**config.mk**
```make
export PLATFORM = sky130hd
export DESIGN_NAME = if_fetch_flat
export DESIGN_NICKNAME = d
export VERILOG_FILES = /design/src/rtl/if_fetch_if.sv /design/src/rtl/if_fetch.sv /design/src/flat_wrapper.sv
export SDC_FILE = /design/constraint.sdc
export NUM_CORES = 1
export LEC_CHECK = 0
export BUFFER_PORTS_ARGS = -buffer_cell sky130_fd_sc_hd__buf_2
export CORE_ASPECT_RATIO = 0.5
export CORE_MARGIN = 3
export CORE_UTILIZATION = 55
export DETAILED_ROUTE_END_ITERATION = 8
export GPL_TIMING_DRIVEN = 0
export PLACE_DENSITY_LB_ADDON = 0.05
export RECOVER_POWER = 100
export SLEW_MARGIN = 20
export SYNTH_ARGS = -nofsm -noshare
export SYNTH_HDL_FRONTEND = slang
export SYNTH_SLANG_ARGS = --single-unit
```
**constraint.sdc**
```tcl
create_clock -name clk -period 3.1 [get_ports clk]
set_input_delay 0.465 -clock clk [delete_from_list [all_inputs] [get_ports clk]]
set_output_delay 0.465 -clock clk [all_outputs]
set_load 0.01 [all_outputs]
```
**src/rtl/if_fetch_if.sv**
```systemverilog
// Memory-controller fetch bus between if_fetch (master) and the instruction memory (slave).
//   mem_req    master->slave  fetch request, held until mem_ready
//   mem_addr   master->slave  word-aligned fetch address
//   mem_ready  slave->master  1-cycle completion pulse, mem_data valid
//   mem_data   slave->master  fetched instruction word
interface if_fetch_if;
  logic        mem_req;
  logic [31:0] mem_addr;
  logic        mem_ready;
  logic [31:0] mem_data;

  modport master (output mem_req, output mem_addr, input mem_ready, input mem_data);
  modport slave  (input mem_req, input mem_addr, output mem_ready, output mem_data);
endinterface

```
**src/rtl/if_fetch.sv**
```systemverilog
// Instruction-fetch producer feeding the IF/ID pipeline register.
// Owns the PC, fetches one word at a time over the mem bus and presents
// {if_pc, if_inst} with if_valid. ex_flag redirects and drops any in-flight fetch.
// Optional direct-mapped I-cache (one word per line) enabled by defining ICACHE_EN.
// Ports:
//   clk, rst_n        clock, async active-low reset
//   stall_if          downstream hold, presented instruction not consumed
//   ex_flag           redirect pulse from EX, target in ex_target_pc
//   mem               fetch bus (master side)
//   if_valid/pc/inst  presented instruction (registered)
//   if_stall_req      combinational ~if_valid
module if_fetch #(
  parameter logic [31:0] RESET_PC     = 32'h0000_0000,
  parameter int unsigned ICACHE_LINES = 64
) (
  input  logic             clk,
  input  logic             rst_n,
  input  logic             stall_if,
  input  logic             ex_flag,
  input  logic [31:0]      ex_target_pc,
  if_fetch_if.master       mem,
  output logic             if_valid,
  output logic [31:0]      if_pc,
  output logic [31:0]      if_inst,
  output logic             if_stall_req
);

  typedef enum logic [1:0] {IDLE, WAIT, HOLD, FLUSH} state_e;

  state_e      state_q;
  logic [31:0] pc_q;
  logic        mem_req_q;
  logic [31:0] mem_addr_q;
  logic        if_valid_q;
  logic [31:0] if_pc_q;
  logic [31:0] if_inst_q;
  logic [31:0] pc_inc_c;
  logic [31:0] redirect_pc_c;
  logic        fill_c;
  logic        hit_c;
  logic [31:0] hit_data_c;

  // Low target bits are discarded; the PC is always word aligned.
  logic [1:0]  unused_tgt_lsb;
  assign unused_tgt_lsb = ex_target_pc[1:0];
  assign redirect_pc_c  = {ex_target_pc[31:2], 2'b00};
  assign pc_inc_c       = pc_q + 32'd4;

  // A response is kept only when it completes a live fetch that is not being redirected.
  assign fill_c = (state_q == WAIT) && mem.mem_ready && !ex_flag;

`ifdef ICACHE_EN
  localparam int unsigned IDX   = $clog2(ICACHE_LINES);
  localparam int unsigned TAG_W = 30 - IDX;

  logic [31:0]       line_data_q [ICACHE_LINES];
  logic [TAG_W-1:0]  line_tag_q  [ICACHE_LINES];
  logic [ICACHE_LINES-1:0] line_vld_q;
  logic [IDX-1:0]    idx_c;
  logic [TAG_W-1:0]  tag_c;

  assign idx_c      = pc_q[IDX+1:2];
  assign tag_c      = pc_q[31:IDX+2];
  assign hit_c      = line_vld_q[idx_c] && (line_tag_q[idx_c] == tag_c);
  assign hit_data_c = line_data_q[idx_c];

  // Line storage needs no reset; the valid bits gate every use.
  always_ff @(posedge clk) begin
    if (fill_c) begin
      line_data_q[idx_c] <= mem.mem_data;
      line_tag_q[idx_c]  <= tag_c;
    end
  end

  always_ff @(posedge clk or negedge rst_n) begin
    if (!rst_n)      line_vld_q <= '0;
    else if (fill_c) line_vld_q[idx_c] <= 1'b1;
  end
`else
  logic [31:0] unused_cfg;
  assign unused_cfg = 32'(ICACHE_LINES);
  assign hit_c      = 1'b0;
  assign hit_data_c = 32'd0;
`endif

  // Fetch FSM; ex_flag outranks every state transition.
  always_ff @(posedge clk or negedge rst_n) begin
    if (!rst_n) begin
      state_q    <= IDLE;
      pc_q       <= RESET_PC;
      mem_req_q  <= 1'b0;
      mem_addr_q <= 32'd0;
      if_valid_q <= 1'b0;
      if_pc_q    <= 32'd0;
      if_inst_q  <= 32'd0;
    end else if (ex_flag) begin
      pc_q       <= redirect_pc_c;
      if_valid_q <= 1'b0;
      // An outstanding request cannot be withdrawn, so drain it in FLUSH.
      if ((state_q == WAIT || state_q == FLUSH) && !mem.mem_ready) begin
        state_q <= FLUSH;
      end else begin
        state_q   <= IDLE;
        mem_req_q <= 1'b0;
      end
    end else begin
      unique case (state_q)
        IDLE: begin
          if (hit_c) begin
            if_inst_q  <= hit_data_c;
            if_pc_q    <= pc_q;
            if_valid_q <= 1'b1;
            pc_q       <= pc_inc_c;
            state_q    <= HOLD;
          end else begin
            mem_req_q  <= 1'b1;
            mem_addr_q <= pc_q;
            state_q    <= WAIT;
          end
        end
        WAIT: begin
          if (mem.mem_ready) begin
            if_inst_q  <= mem.mem_data;
            if_pc_q    <= pc_q;
            if_valid_q <= 1'b1;
            pc_q       <= pc_inc_c;
            mem_req_q  <= 1'b0;
            state_q    <= HOLD;
          end
        end
        HOLD: begin
          if (!stall_if) begin
            if_valid_q <= 1'b0;
            state_q    <= IDLE;
          end
        end
        FLUSH: begin
          if (mem.mem_ready) begin
            mem_req_q <= 1'b0;
            state_q   <= IDLE;
          end
        end
        default: state_q <= IDLE;
      endcase
    end
  end

  assign mem.mem_req  = mem_req_q;
  assign mem.mem_addr = mem_addr_q;
  assign if_valid     = if_valid_q;
  assign if_pc        = if_pc_q;
  assign if_inst      = if_inst_q;
  assign if_stall_req = ~if_valid_q;

endmodule

```
**src/flat_wrapper.sv**
```systemverilog
// flat-port wrapper written by rule: the top's interface ports become plain ports
module if_fetch_flat 
#(
  parameter logic [31:0] RESET_PC     = 32'h0000_0000,
  parameter int unsigned ICACHE_LINES = 64
)
  (clk, rst_n, stall_if, ex_flag, ex_target_pc, if_valid, if_pc, if_inst, if_stall_req, mem_mem_req, mem_mem_addr, mem_mem_ready, mem_mem_data);
  if_fetch_if mem_i ();
  input  logic clk;
  input  logic rst_n;
  input  logic stall_if;
  input  logic ex_flag;
  input  logic [31:0] ex_target_pc;
  output logic if_valid;
  output logic [31:0] if_pc;
  output logic [31:0] if_inst;
  output logic if_stall_req;
  output wire logic [$bits(mem_i.mem_req)-1:0] mem_mem_req;
  output wire logic [$bits(mem_i.mem_addr)-1:0] mem_mem_addr;
  input wire logic [$bits(mem_i.mem_ready)-1:0] mem_mem_ready;
  input wire logic [$bits(mem_i.mem_data)-1:0] mem_mem_data;
  assign mem_mem_req = mem_i.mem_req;
  assign mem_mem_addr = mem_i.mem_addr;
  assign mem_i.mem_ready = mem_mem_ready;
  assign mem_i.mem_data = mem_mem_data;
  if_fetch #(.RESET_PC(RESET_PC), .ICACHE_LINES(ICACHE_LINES)) u_core (.clk(clk), .rst_n(rst_n), .stall_if(stall_if), .ex_flag(ex_flag), .ex_target_pc(ex_target_pc), .mem(mem_i), .if_valid(if_valid), .if_pc(if_pc), .if_inst(if_inst), .if_stall_req(if_stall_req));
endmodule
```
==> results.yml <==
status:
  outcome: "complete, but fails checks"
  violations: "max-capacitance violations, max-slew violations"
synth:
  yosysTopAreaCell: "dfrtp_1"
  syn_area_per_cell_um2: 9.85
  synth.area.mux_share_pct: 7.18
  ys_async_sr_fraction_pct: 100
  yosys.area_share.simple_pct: 24.2
  synth_top_family_by_area: "simple AND/OR/NAND/NOR gates"
  ys_seq_area_share_pct: 57.8
  synth_compound_area_share_pct: 5.05
  synth_edf_count: 0
  yosys-top-cells-area: "dfrtp_1 (58%), nand2_1 (15%), mux2_2 (6.8%)"
  synth-xor-area-share_pct: 2.57
  ys_types: 45
  syn_area_mm2: 0.00546
  ys_warn_count: 0
  postSynthCellCount: 554
  netlist.area_leader.share_pct: 57.8
  synth_ff_type: "dfrtp_1"
  synth_seq_cells: 126
  synth-adder-area-share_pct: 0.229
job:
  max_cap_viol_count: 1
finish:
  seqCellArea_mm2: 0.00315
  fin_area_mm2: 0.00687
  syn2layout_area_growth_pct: 26.0
  drive_above_1_share_pct: 18.4
  fin_nets: 808
  fin_cells: 880
  fillers: 714
  final_core_util_pct: 75.1
  multi_input_area_mm2: 0.00212
  antenna_cells: 0
global_routing:
  first_global_vias: 4780
  grt_start_max_net_pins: 71
  track_usage_pct: 26.8
  gr-total-overflow: 0
  grt_pass1_wl_um: 23900
  grt_antenna_before_repair: 1
routing:
  wl_per_cell_um: 16.4
  vias_per_cell: 5.35
  drtPass1Iterations: 5
  drt_iter0_drc: 312
  routed-via-count: 4711
  detail-route-antenna-nets: 0
  drc: 0
  wirelength_um: 14400
floorplan:
  core_area_mm2: 0.00916
  design.die.area_mm2: 0.0112
  start_util_pct: 59.6
  die_h_um: 76.4
  std_cell_rows: 24
  ios: 168
  fp.dieW_um: 147
placement:
  postPlaceCellArea_mm2: 0.00647
  io_buffers: 161
  dp_hpwl_um: 9860
  dp.cells: 849
  place.gp.congestion: 0.846
  pre_cts_slack_ps: 793
critical_path:
  cp.arrival_ps: 2750
  crit_path_start_kind: "register"
  reg2reg_slack_ps: 590
  crit_path_end: "u_core.pc_q[25]$_DFFE_PN0P_"
  r2r_end: "u_core.pc_q[25]$_DFFE_PN0P_"
  rr_startpoint: "u_core.pc_q[6]$_DFFE_PN0P_"
  path_class: "register to register"
  worstPathMaxFanout: 8
  critPathCaptureType: "register"
  critPathLaunch: "u_core.pc_q[6]$_DFFE_PN0P_"
  ff2ff_path_depth: 5
  worst_ep_required_time_ps: 3350
clock_tree:
  post_cts_buffers: 0
  clk_pin_slew_ps: 60
  insertion_delay_ps: 410
  cts-buffers-inserted: 17
  cts_resized: 0
  cts_buffer_depth: 2
  ctsHoldBuffers: 0
  htreeDepth: 4
  cts_tree: "built"
  root_buffer: "clkbuf_16"
  clkSinkCount: 126
sta:
  setup_viol: 0
  hold_viol: 0
  slew_headroom_pct: -15.5
  finalCriticalPeriod_ps: 2510
  period_share_pct: 80.8
  fin_ws_ps: 595
  rsz0062_at_grt: "false"
  fmax_mhz: 399
  clock_skew_ps: 5.73
  worst_pin_slew_ps: 1730
  slew_viol_final: 71
power:
  p_leak_uw: 0.00330
  power_density_mw_per_mm2: 932
  ir_drop_mv: 0.443
hold_path:
  hold_class: "input pin to asynchronous set/reset pin"
layer usage:
metal	GRT usage, %	wire, um	vias up
met5	0	13	-
met4	9.29	277	2
met3	8.32	1400	31
met2	40.4	6400	223
met1	36.9	6300	2246
li1	-	-	2209
report_power, final:
part	internal, uW	switching [uW]	leakage (uW)
registers	2290	394	0.00156
clock network	1280	704	0.000286
logic	674	1070	0.00146
total	4240	2160	0.00330
area by class of cell:
| cell class | instances | area share [%] |
|---|---|---|
| Timing Repair Buffer | 162 | 10.1 |
| Tap cell | 130 | 2.37 |
| Multi-Input combinational cell | 394 | 30.8 |
| Clock inverter | 11 | 2.07 |
| Sequential cell | 126 | 45.9 |
| Inverter | 6 | 0.328 |
| Clock buffer | 20 | 6.50 |
| Buffer | 31 | 1.91 |
registers in the layout, indices dropped and copies added (netlist names):
register,count
u_core.if_pc,30
u_core.state_q,2
u_core.mem.mem_addr,30
u_core.mem.mem_req,1
u_core.pc_q,30
u_core.if_inst,32
u_core.if_valid,1
worst min path at each step:
stage                                              from                             to  cells past startpoint
final                                             rst_n    u_core.if_pc[7]$_DFFE_PN0P_                      1
after global routing                              rst_n    u_core.if_pc[7]$_DFFE_PN0P_                      1
after CTS                                         rst_n   u_core.if_pc[11]$_DFFE_PN0P_                      1
after detailed placement  u_core.if_inst[5]$_DFFE_PN0P_  u_core.if_inst[5]$_DFFE_PN0P_                      2
after global placement    u_core.if_inst[5]$_DFFE_PN0P_  u_core.if_inst[5]$_DFFE_PN0P_                      2
after floorplan                                   rst_n  u_core.if_inst[0]$_DFFE_PN0P_                      0
critical path: stages, from the launching register on:
cell      delay [ps]
dfrtp_1          560
nand3_4          130
nor4_1           980
nand2_1          280
o21ai_0          220
o311ai_0         160
synth_stat cells (4+ instances only):
cell	instances
mux2_2	33
or3_1	5
xor2_1	13
o21ai_0	29
nor2_1	12
dfrtp_1	126
nor2b_1	6
nand4_1	9
clkbuf_1	19
nor3_1	4
and3_1	7
nand2b_1	4
nand2_1	214
nand3_1	16
buf_2	6
inv_1	6
buf_4	4
cells by family after synthesis:
logic type,after synthesis
AND/OR/NAND/NOR,292
flip-flops,126
buffers and inverters,37
adder cells (fa/ha/maj),1
other,1
multiplexers,35
XOR/XNOR,16
AO/OA/AOI/OAI,46
per-stage QoR:
step           total power (uW)  TNS (ps)  hold WS [ps]
2_1_floorplan              3680         0           169
3_3_place_gp               4530     -8800           452
3_5_place_dp               4610         0           457
4_1_cts                    6620         0          30.1
5_1_grt                    6830         0          22.6
6_report                   6410         0          3.44
layout by cell type (no fill, tap or decap), drive strengths merged, types with 3 or more instances in the layout:
cell type	instances
xnor2	3
a221o	3
buf	70
or3	5
o21ai	29
nand2	214
nor2	12
a22oi	3
conb	4
nor4	3
dfrtp	126
inv	6
nand3	18
nor3	5
a21oi	3
clkbuf	143
nand4	11
mux2	33
and3	7
clkinv	6
nand2b	4
xor2	13
nor2b	6
bufinv	3
Power figures use the tool's default switching activity.
